[config.mk]
export PLATFORM = sky130hd
export DESIGN_NAME = instr_fetch
export DESIGN_NICKNAME = d
export VERILOG_FILES = /design/src/rtl/instr_fetch.sv
export SDC_FILE = /design/constraint.sdc
export NUM_CORES = 1
export LEC_CHECK = 0
export ABC_CLOCK_PERIOD_IN_PS = 2140
export BUFFER_PORTS_ARGS = -buffer_cell sky130_fd_sc_hd__buf_2
export CAP_MARGIN = 20
export CORE_ASPECT_RATIO = 1.25
export CORE_MARGIN = 2
export CORE_UTILIZATION = 45
export DETAILED_ROUTE_END_ITERATION = 7
export GPL_ROUTABILITY_DRIVEN = 0
export PLACE_DENSITY_LB_ADDON = 0.25
export SLEW_MARGIN = 20
export SYNTH_ARGS = -nofsm -noshare
export SYNTH_HDL_FRONTEND = slang
export SYNTH_SLANG_ARGS = --single-unit
[constraint.sdc]
create_clock -name clk -period 2.14 [get_ports clk]
set_clock_uncertainty 0.2 [all_clocks]
set_input_delay 0.321 -clock clk [delete_from_list [all_inputs] [get_ports clk]]
set_output_delay 0.321 -clock clk [all_outputs]
set_load 0.005 [all_outputs]
[src/rtl/instr_fetch.sv]
// Byte-wide instruction fetcher: walks an 8-bit PC through a fixed-latency SRAM, hands
// bytes downstream over valid/ready, and vectors to INT_VECTOR on a synchronized interrupt edge.
module instr_fetch #(
  parameter int          MEM_LAT    = 1,
  parameter logic [7:0]  INT_VECTOR = 8'h3C
) (
  input  logic       clk,
  input  logic       reset,
  input  logic       interrupt,
  input  logic [7:0] mem_data,
  output logic [7:0] mem_addr,
  output logic [7:0] instr,
  output logic       instr_valid,
  input  logic       instr_ready,
  input  logic       jump,
  input  logic [7:0] jump_addr,
  output logic       int_ack,
  output logic [7:0] ret_pc,
  output logic [7:0] pc
);

  typedef enum logic [2:0] {
    IDLE = 3'd0,
    ADDR = 3'd1,
    WAIT = 3'd2,
    HOLD = 3'd3,
    INTA = 3'd4
  } state_t;

  state_t     state_q;
  logic [7:0] pc_q;
  logic [7:0] mem_addr_q;
  logic [7:0] instr_q;
  logic       instr_valid_q;
  logic       int_ack_q;
  logic [7:0] ret_pc_q;
  logic [1:0] cnt_q;
  logic       sync1_q;
  logic       sync2_q;
  logic       sync3_q;
  logic       int_pending_q;
  logic       int_pending_d;
  logic       int_rise;

  // A new edge wins over the INTA clear so an edge landing in INTA is not lost.
  assign int_rise      = sync2_q & ~sync3_q;
  assign int_pending_d = int_rise | (int_pending_q & (state_q != INTA));

  always_ff @(posedge clk or negedge reset) begin
    if (!reset) begin
      state_q       <= IDLE;
      pc_q          <= 8'h00;
      mem_addr_q    <= 8'h00;
      instr_q       <= 8'h00;
      instr_valid_q <= 1'b0;
      int_ack_q     <= 1'b0;
      ret_pc_q      <= 8'h00;
      cnt_q         <= 2'd0;
      sync1_q       <= 1'b0;
      sync2_q       <= 1'b0;
      sync3_q       <= 1'b0;
      int_pending_q <= 1'b0;
    end else begin
      sync1_q       <= interrupt;
      sync2_q       <= sync1_q;
      sync3_q       <= sync2_q;
      int_pending_q <= int_pending_d;
      int_ack_q     <= 1'b0;
      case (state_q)
        IDLE: state_q <= ADDR;
        ADDR: begin
          mem_addr_q <= pc_q;
          cnt_q      <= 2'(MEM_LAT);
          state_q    <= WAIT;
        end
        // mem_addr is itself registered, so the byte is ready one cycle after the count runs out.
        WAIT: begin
          if (cnt_q == 2'd0) begin
            instr_q       <= mem_data;
            instr_valid_q <= 1'b1;
            pc_q          <= pc_q + 8'd1;
            state_q       <= HOLD;
          end else begin
            cnt_q <= cnt_q - 2'd1;
          end
        end
        HOLD: begin
          if (instr_ready) begin
            instr_valid_q <= 1'b0;
            if (jump) pc_q <= jump_addr;
            if (int_pending_q) begin
              int_ack_q <= 1'b1;
              state_q   <= INTA;
            end else begin
              state_q <= ADDR;
            end
          end
        end
        INTA: begin
          ret_pc_q <= pc_q;
          pc_q     <= INT_VECTOR;
          state_q  <= ADDR;
        end
        default: state_q <= IDLE;
      endcase
    end
  end

  assign mem_addr    = mem_addr_q;
  assign instr       = instr_q;
  assign instr_valid = instr_valid_q;
  assign int_ack     = int_ack_q;
  assign ret_pc      = ret_pc_q;
  assign pc          = pc_q;

endmodule
==> flow_summary.rst <==
.. list-table::
   :header-rows: 1

   * - Metric
     - Value
   * - Initial Util
     - between 40% and 50%
   * - Port Buffer Count
     - 54
   * - Placeable core region
     - ~4000 um2
   * - Shortest clock period the worst path allows after layout
     - 1.846 ns
   * - Most common cell after layout, fill and taps aside
     - buf_2
   * - Library cell used as clock root buffer
     - clkbuf_8
   * - Sum of buffers and inverters on the critical path
     - 1
   * - Fraction of layout instances using a drive strength above 1
     - a little under a third
   * - Switching share of power
     - between 30% and 40%
   * - Layout net count
     - about 260
   * - Maximum number of pins on one net before global-route repair
     - 44
   * - Routed wirelength normalized by instance count
     - around 14 um
   * - Max capacitance violation total
     - 0
   * - Type of the tightest min-delay check
     - input pin to flip-flop
   * - Post-synthesis instance area
     - just under 2000 um2
   * - Clk_lat worst skew
     - about 0.29 ns
   * - Post-synth top area cell
     - dfrtp_1
   * - Number of top-level pins
     - 55
   * - Run status
     - complete, no violations
   * - TritonCTS clock tree
     - done
   * - Power share of the sequential group
     - 42.1%
   * - Post-synth top area share
     - a little under three fifths
   * - Data arrival time of the worst path
     - 1.86 ns
   * - Post-synthesis cell count
     - between 150 and 200
   * - Cell-by-cell trace of the critical path
     - inv_1 > ha_1 > and4bb_4 > a211oi_2 > a31oi_1 > a2bb2oi_1
   * - Fmax
     - between 500 and 600 MHz
   * - Post-route antenna net violation count
     - 0
   * - Number of antenna violations at the first check in global routing
     - 0
   * - Critical Path Max Stage Delay
     - roughly 0.42 ns
   * - Fraction of registers with async set or reset after synthesis
     - 100.0%
   * - Combinational share of power
     - between 30% and 40%
   * - Setup total negative slack
     - 0 ns
   * - Count of final setup violators
     - 0
   * - Final global-route overflow total
     - 0
   * - Die outline area
     - ~4900 um2
   * - Kind of capture point of the worst setup path
     - flip-flop
   * - Via count
     - about 1500
   * - Syn nets
     - 198
   * - Layout-stage area growth over the synthesis result
     - 23.37%
   * - Initial detailed-routing violation count
     - 94
   * - TritonRoute pass-1 iters
     - 4
   * - Most used DFF post-synth
     - dfrtp_1
   * - Commonest cells after routing, fill and taps aside
     - buf_2 (54), dfrtp_1 (43), nand2_1 (32)
   * - Total number of yosys warnings
     - 0
   * - Fraction of power consumed by the clock network
     - ~21%
   * - Average via count per standard cell
     - 5.069
   * - Largest delay contributor family on the critical path
     - simple AND/OR/NAND/NOR gates
   * - Post-detailed-routing wire length
     - between 3000 and 4000 um
   * - Sum of net half-perimeters after detailed placement
     - roughly 2800 um
   * - Via count of the first global-routing pass
     - 1452
   * - Unrepaired setup endpoints after global routing
     - false
   * - Largest fanout on the critical path
     - 13
   * - Width of the chip
     - roughly 63 um
   * - Maximum buffer depth of the clock tree
     - 2
   * - Crit Path Class
     - flip-flop to flip-flop
   * - Std-Cell Rows
     - 26
   * - Top post-synthesis cells by area
     - dfrtp_1 (56%), mux2_1 (9.3%), nand2_1 (6.2%)
   * - TritonCTS Sinks
     - 43
   * - Cts bufs inserted
     - 5
   * - Buffers inserted by post-CTS timing repair
     - 0
   * - Gates resized, CTS repair
     - 0
   * - Cell area reported after detailed placement
     - around 2200 um2
   * - Remaining DRCs
     - 0
   * - Number of fillers in the final layout
     - just under 400
   * - Cell-internal power
     - roughly 2300 uW
   * - Hold bufs inserted after CTS
     - 2
   * - Combined global-route utilization of all metal layers
     - between 15 and 20%
   * - P_sw
     - ~1300 uW
   * - Hold Violations, Final
     - 0
   * - CTS H-Tree Depth
     - 2
   * - Average footprint of a synthesized cell
     - approximately 11 um2
   * - Power density of the placed cells
     - 1493 nW/um2
   * - Period utilization
     - 86.25%
   * - Fraction of the yosys area taken by sequential cells
     - 55.52%
   * - Global-route wire length before repair
     - approximately 7000 um
   * - Clock input transition at the sequential cells of the worst setup and hold paths
     - about 0.080 ns
   * - Worst Max-Slew Pin Slew
     - around 0.54 ns
   * - Leakage power figure
     - 0.001157 uW
   * - Worst IR drop on VDD
     - around 0.82 mV
   * - Crit path required time
     - ~2.2 ns
   * - Post-route cell area
     - 2391 um2
   * - Final Slew Violations
     - 0
   * - Max-slew headroom at the worst pin
     - between 60 and 70%
   * - Antenna cells
     - 0
   * - Element type at the critical path start
     - flip-flop
   * - Netlist cell types
     - 39
   * - Post-synth EDFFs
     - 0
   * - Number of register bits inferred by synthesis
     - 43
   * - Cell with the biggest individual delay on the critical path
     - and4bb_4
   * - Height of the die
     - 77.38 um
-- state kept, by name, summed over array words and instances, names as in the netlist, 2 cells and up --
signal	cells
mem_addr	8
pc	8
instr	8
cnt_q	2
state_q	3
ret_pc	8
-- through the flow --
step                instances  power (uW)  setup WS [ns]  util (%)  hold slack [ns]
floorplan                 175        2372         0.4221         -          -0.1746
global placement          279        2825         0.3624     54.61           0.1351
detailed placement        279        2867         0.2807     54.61           0.1405
CTS                       289        3617         0.2807     58.33          0.03770
global route              289        3885         0.1649     58.33          0.03171
finish                    289        3571         0.2942     58.33          0.04204
-- cell families after synthesis --
family | synth area share (%)
buf+inv | 4.002
compound gates | 11.88
simple gates | 17.50
mux | 9.813
fa+ha+maj | 1.291
flops | 55.52
-- worst paths after layout --
| kind | depth (start not counted) | slack, ns | startpoint | to |
|---|---|---|---|---|
| hold reg to reg | 0 | 0.16 | sync1_q$_DFF_PN0_ | sync2_q$_DFF_PN0_ |
| setup reg to reg | 6 | 0.29 | cnt_q[0]$_DFFE_PN0P_ | pc[5]$_DFFE_PN0P_ |
| min in group asynchronous | 3 | 0.42 | reset | cnt_q[0]$_DFFE_PN0P_ |
| hold / removal | 2 | 0.04 | mem_data[3] | instr[3]$_DFFE_PN0P_ |
| max in group asynchronous | 3 | 0.94 | reset | pc[4]$_DFFE_PN0P_ |
| setup / recovery | 6 | 0.29 | cnt_q[0]$_DFFE_PN0P_ | pc[5]$_DFFE_PN0P_ |
-- layout make-up --
cell class | instances | area (um2) | area share (%)
well taps | 56 | 70.07 | 2.930
clock buffers | 6 | 72.57 | 3.035
multi-input cells | 118 | 784.5 | 32.81
inverters | 6 | 22.52 | 0.9419
repair buffers | 58 | 305.3 | 12.77
clock inverters | 2 | 60.06 | 2.512
flip-flops and latches | 43 | 1076 | 45.00
-- metal layers --
metal | global-route usage [%] | wire, um | up-vias
li1 | - | - | 720
met1 | 23.14 | 1762 | 701
met2 | 30.86 | 1973 | 42
met4 | 4.000 | 16 | 0
met5 | 0 | 0 | -
met3 | 5.217 | 239 | 2
-- Yosys cell counts, drive strengths merged (3+ instances only) --
library cell and number:
nand3 8, o21ai 14, and3 4, nand4 3, nor2 6, a211oi 3, inv 6, mux2 16
buf 8, nand2 32, a21oi 8, dfrtp 43
-- worst register-to-register path: stages, from the launching register on --
cell and delay [ns]:
dfrtp_1 0.39, inv_1 0.08, ha_1 0.27, and4bb_4 0.42, a211oi_2 0.08, a31oi_1 0.16
a2bb2oi_1 0.17
-- power groups by stage --
stage / clock network (uW) / logic [uW] / registers, uW
final: 733 / 1330 / 1500
after global routing: 794 / 1520 / 1570
after CTS: 754 / 1360 / 1510
after detailed placement: 0 / 1350 / 1520
after global placement: 0 / 1310 / 1510
after floorplan: 0 / 904 / 1470
No activity file was read; power rests on OpenSTA's default activity.
